File: src/rtl/alu_mul_seq.sv
// rtl/alu_mul_seq.sv - sequential 64x64 shift-add multiplier (low 64 bits) using a shared external ALU
module alu_mul_seq #(
    parameter logic [2:0] ALU_ADD = 3'b010
) (
    input  logic        clk,
    input  logic        reset,
    input  logic        start,
    input  logic [63:0] mcand,
    input  logic [63:0] mplier,
    output logic        busy,
    output logic        done,
    output logic [63:0] product,
    output logic [63:0] alu_A,
    output logic [63:0] alu_B,
    output logic [2:0]  alu_cntrl,
    input  logic [63:0] alu_result
);

    typedef enum logic [1:0] {
        IDLE = 2'd0,
        RUN  = 2'd1,
        DONE = 2'd2
    } state_t;

    state_t      state;
    logic [63:0] mcand_r;
    logic [63:0] mplier_r;
    logic [63:0] acc;
    logic [5:0]  count;

    // The ALU is only borrowed while running; it sees zeros otherwise.
    always_comb begin
        alu_A     = 64'h0;
        alu_B     = 64'h0;
        alu_cntrl = 3'b000;
        if (state == RUN) begin
            alu_A     = acc;
            alu_B     = mplier_r[0] ? mcand_r : 64'h0;
            alu_cntrl = ALU_ADD;
        end
    end

    always_ff @(posedge clk) begin
        if (reset) begin
            state    <= IDLE;
            mcand_r  <= 64'h0;
            mplier_r <= 64'h0;
            acc      <= 64'h0;
            count    <= 6'd0;
            product  <= 64'h0;
            busy     <= 1'b0;
            done     <= 1'b0;
        end else begin
            case (state)
                IDLE: begin
                    done <= 1'b0;
                    if (start) begin
                        mcand_r  <= mcand;
                        mplier_r <= mplier;
                        acc      <= 64'h0;
                        count    <= 6'd0;
                        busy     <= 1'b1;
                        state    <= RUN;
                    end
                end
                RUN: begin
                    acc      <= alu_result;
                    mcand_r  <= mcand_r << 1;
                    mplier_r <= mplier_r >> 1;
                    count    <= count + 6'd1;
                    // Always a full 64 steps, even once the multiplier has shifted out to zero.
                    if (count == 6'd63) begin
                        product <= alu_result;
                        busy    <= 1'b0;
                        done    <= 1'b1;
                        state   <= DONE;
                    end
                end
                DONE: begin
                    done  <= 1'b0;
                    state <= IDLE;
                end
                default: begin
                    busy  <= 1'b0;
                    done  <= 1'b0;
                    state <= IDLE;
                end
            endcase
        end
    end

endmodule

File: config.mk
export PLATFORM = sky130hd
export DESIGN_NAME = alu_mul_seq
export DESIGN_NICKNAME = d
export VERILOG_FILES = /design/src/rtl/alu_mul_seq.sv
export SDC_FILE = /design/constraint.sdc
export NUM_CORES = 1
export LEC_CHECK = 0
export CAP_MARGIN = 10
export CELL_PAD_IN_SITES_DETAIL_PLACEMENT = 0
export CELL_PAD_IN_SITES_GLOBAL_PLACEMENT = 1
export CORE_MARGIN = 2
export CORE_UTILIZATION = 42
export CTS_BUF_LIST = sky130_fd_sc_hd__clkbuf_16
export CTS_CLUSTER_DIAMETER = 100
export DETAILED_ROUTE_END_ITERATION = 12
export DONT_BUFFER_PORTS = 1
export GPL_ROUTABILITY_DRIVEN = 0
export GPL_TIMING_DRIVEN = 0
export PLACE_DENSITY_LB_ADDON = 0.1
export REMOVE_ABC_BUFFERS = 1
export SETUP_SLACK_MARGIN = 0.4
export SLEW_MARGIN = 20
export SYNTH_ARGS = -nofsm -noshare
export SYNTH_HDL_FRONTEND = slang
export SYNTH_SLANG_ARGS = --single-unit
File: constraint.sdc
create_clock -name clk -period 1.55 [get_ports clk]
set_input_delay 0.31 -clock clk [delete_from_list [all_inputs] [get_ports clk]]
set_output_delay 0.31 -clock clk [all_outputs]
set_load 0.01 [all_outputs]
==> summary.md <==
* dpl hpwl: 20.5 mm
* number of buffers added to fix hold violations after cts: 91
* number of synthesized flops with an enable pin: 0
* Area Overhead vs Synth: 41.7%
* Req. time, crit path: 1.24 ns
* min Tclk post-route: 2.01 ns
* startpoint of the worst-slack reg-to-reg timing path: state[1]
* number of placed cells counting well taps: 1510
* die height: 168 microns
* critical-path cell list: nand2b_4, buf_12, inv_16, buf_12, buf_16, and3_4
* layout cells sized above 1: 25.1%
* Crit. End Element: output pin
* utilization after layout: 60.0%
* proportion of synthesized flip-flops having asynchronous set or reset: 0%
* count of cells along the worst register-to-register path: 13
* Overall Global Routing Usage: 25.5%
* relative contribution of combinational cells to total power: 15.1%
* number of distinct library cells after synthesis: 36
* Post-Synthesis Cell Area: 11300 sq um
* share of total power in sequential cells: 44.3%
* final wirelength: 38.2 mm
* number of filler instances in the final layout: 2285
* placeable core region: 26700 sq um
* initial antenna violation count: 1
* leftover overflow at the end of global routing: 0
* total iterations of the first detailed-routing run: 5
* number of nets in the finished design: 1594
* largest voltage drop on the vdd net: 0.649 mV
* Total Die Area: 28300 sq um
* endpoint arrival time on the critical path: 1.70 ns
* slowest cell on the critical path: sky130_fd_sc_hd__dfxtp_4
* number of rows created at floorplan: 60
* clock latency on the worst-skew pair: 0.54 ns
* count of cells along the worst hold path: 2
* violation count after the first detailed-route iteration: 648
* post-route total power: 16.8 mW
* pin count of the biggest net entering global routing: 268
* count of maximum capacitance violations: 0
* Worst Hold Class: input pin to flop
* tightest hold margin: -0.0987 ns
* Switch Pwr: 4.25 mW
* synthesized area divided by synthesized cell count: 8.96 sq um
* number of buffers on the longest clock path: 3
* Setup crit start: state[1]
* number of global-route vias before repair: 9629
* Clock H-tree levels: 1
* I/O pins: 392
* non-filler cells, final: 1762
* final hold violation count: 128
* internal power consumption: 12.6 mW
* clock slew seen by the registers of the worst setup and hold paths: 0.06 ns
* worst-case setup slack after placement: -1.43 ns
* max-slew violation total from the final report: 0
* cell repeated most along the worst path: sky130_fd_sc_hd__buf_12
* synthesized instance count: 1263
* clock power share: 40.6%
* Tightest Pin Transition: 0.681 ns
* Die X-Extent: 168 microns
* synthesis warning total: 0
* TritonCTS clock tree: done
* Max Clock Freq: 498 MHz
* total via count after detailed routing: 9903
* Max Clock Skew: 0.0104 ns
* pwr/cell area: 1050 nW/um^2
* Crit path largest cell delay: 0.34 ns
* RSZ-0062 raised after global routing: true
* residual antenna-violating net count after detailed routing: 0
* total DRC errors in the routed layout: 0
* relative max-transition margin: 54.6%
* top flip-flop cell by instance count after synthesis: sky130_fd_sc_hd__dfxtp_1
* sequential element share of the synthesized area: 47.1%
* violated checks: hold timing, setup timing
* Avg WL per Cell: 21.7 microns
* CP Launch Type: flop
* number of sinks on the clock net: 266
* Sw Ratio: 25.2%
* crit path setup slack, layout: -0.457 ns
* peak fanout along the critical path: 7
* Initial Utilization: 42.3%
* count of state elements after synthesis: 266
* Worst Path Class, Setup: flop to output pin
* final setup vio count: 386
* Tcrit/Tclk final: 130%
* number of buffers created by CTS: 29
* leakage dissipation: 6.01 nW
* port bufs: 0
* Avg Vias per Cell: 5.62
* result of the run: finished with violations
* wire length of the first global-routing pass: 57.3 mm
* Root Buffer Master: sky130_fd_sc_hd__clkbuf_16
* startpoint of the tightest hold check path: mplier[63]
## power groups by stage
stage          Clock, mW  Combinational, mW  Sequential (mW)
2_1_floorplan          0              0.962             7.52
3_3_place_gp           0               1.25             7.59
3_5_place_dp           0               1.36             7.58
4_1_cts             6.99               2.45             7.45
5_1_grt             7.24               2.73             7.50
6_report            6.83               2.55             7.46
## flip-flops by register name (all words and copies together), names as in the netlist
register,cells
acc,64
busy,1
count,6
done,1
mcand_r,64
mplier_r,64
product,64
state,2
## layout make-up
cell class / count / area [sq um] / share of cell area (%)
Clock buffer: 29 / 726 / 4.53
Inverter: 2 / 23.8 / 0.148
Tap cell: 341 / 427 / 2.66
Timing Repair Buffer: 218 / 3030 / 18.9
Multi-Input combinational cell: 876 / 6180 / 38.6
Clock inverter: 23 / 194 / 1.21
Timing Repair inverter: 5 / 91.3 / 0.570
Sequential cell: 266 / 5350 / 33.3
Antenna cell: 2 / 5.00 / 0.0312
## stage by stage
stage	TNS (ns)	area, sq um
floorplan	-1877.41	10700
global placement	-3252.02	11100
detailed placement	-303.84	11600
CTS	-95.16	15700
global route	-118.74	16000
finish	-96.94	16000
## cell usage in the layout, fill, tap and decap left out, drive strengths merged, types with 17 or more instances in the layout
master and instances:
nand2b 131, inv 17, dlygate4sd3 91, nand2 195, a22o 65, nor2 68
mux2i 65, a21oi 70, clkbuf 31, and3 64, a311oi 63, dfxtp 266
and2 64, buf 121, a22oi 63
## routing by layer
| metal | wire (microns) | share of wire, % | GRT usage [%] | up-vias |
|---|---|---|---|---|
| li1 | - | - | - | 4699 |
| met1 | 15900 | 42 | 32.0 | 4779 |
| met2 | 17900 | 47 | 42.1 | 356 |
| met3 | 3150 | 8.2 | 7.38 | 69 |
| met4 | 1220 | 3.2 | 8.43 | 0 |
| met5 | 0 | 0 | 0 | - |
## kinds of logic after synthesis
family / share of synthesized area (%)
other: 0.0332
muxes: 5.75
AOI/OAI and AO/OA: 17.9
and+or+nand+nor: 23.6
buffers and inverters: 5.49
DFF: 47.1
adders and majority gates: 0.111
## cell usage after synthesis, types with 2 or more instances
| master | n | area share, % |
|---|---|---|
| sky130_fd_sc_hd__buf_2 | 53 | 2.3 |
| sky130_fd_sc_hd__buf_4 | 7 | 0.46 |
| sky130_fd_sc_hd__mux2i_1 | 65 | 5.8 |
| sky130_fd_sc_hd__and2_1 | 64 | 3.5 |
| sky130_fd_sc_hd__a211oi_1 | 3 | 0.20 |
| sky130_fd_sc_hd__a22o_1 | 65 | 5.0 |
| sky130_fd_sc_hd__a311oi_1 | 63 | 4.9 |
| sky130_fd_sc_hd__a21oi_1 | 70 | 3.1 |
| sky130_fd_sc_hd__o21bai_1 | 2 | 0.13 |
| sky130_fd_sc_hd__o211ai_1 | 2 | 0.13 |
| sky130_fd_sc_hd__nand2b_1 | 129 | 7.1 |
| sky130_fd_sc_hd__dfxtp_1 | 266 | 47 |
| sky130_fd_sc_hd__clkbuf_1 | 54 | 1.8 |
| sky130_fd_sc_hd__a22oi_1 | 63 | 4.2 |
| sky130_fd_sc_hd__buf_6 | 6 | 0.60 |
| sky130_fd_sc_hd__nand2_1 | 195 | 6.5 |
| sky130_fd_sc_hd__nand3_1 | 4 | 0.18 |
| sky130_fd_sc_hd__and3_1 | 64 | 3.5 |
| sky130_fd_sc_hd__nor2_1 | 67 | 2.2 |
| sky130_fd_sc_hd__clkbuf_2 | 5 | 0.22 |
## worst max-delay path, delay by kind of cell, from the launching register on
| family | cells | cell delay, ns |
|---|---|---|
| buffers and inverters | 4 | 0.46 |
| and+or+nand+nor | 2 | 0.35 |
| DFF | 1 | 0.34 |
## worst paths after layout
| kind | end | slack, ns |
|---|---|---|
| worst min-delay path | mplier_r[63] | -0.1 |
| worst max register to register | mcand_r[47] | -0.44 |
| worst max-delay path | alu_B[21] | -0.46 |
| worst min register to register | mcand_r[63] | 0.45 |
## timing repair
item                                    4_1_cts  5_1_grt
buffers inserted                             58       13
pin swaps                                    77       16
cloned                                       32        4
hold endpoints to repair                    265      165
resized for setup                           272       25
endpoints found under the setup margin      461      461
(Power assumes the default switching activity.)
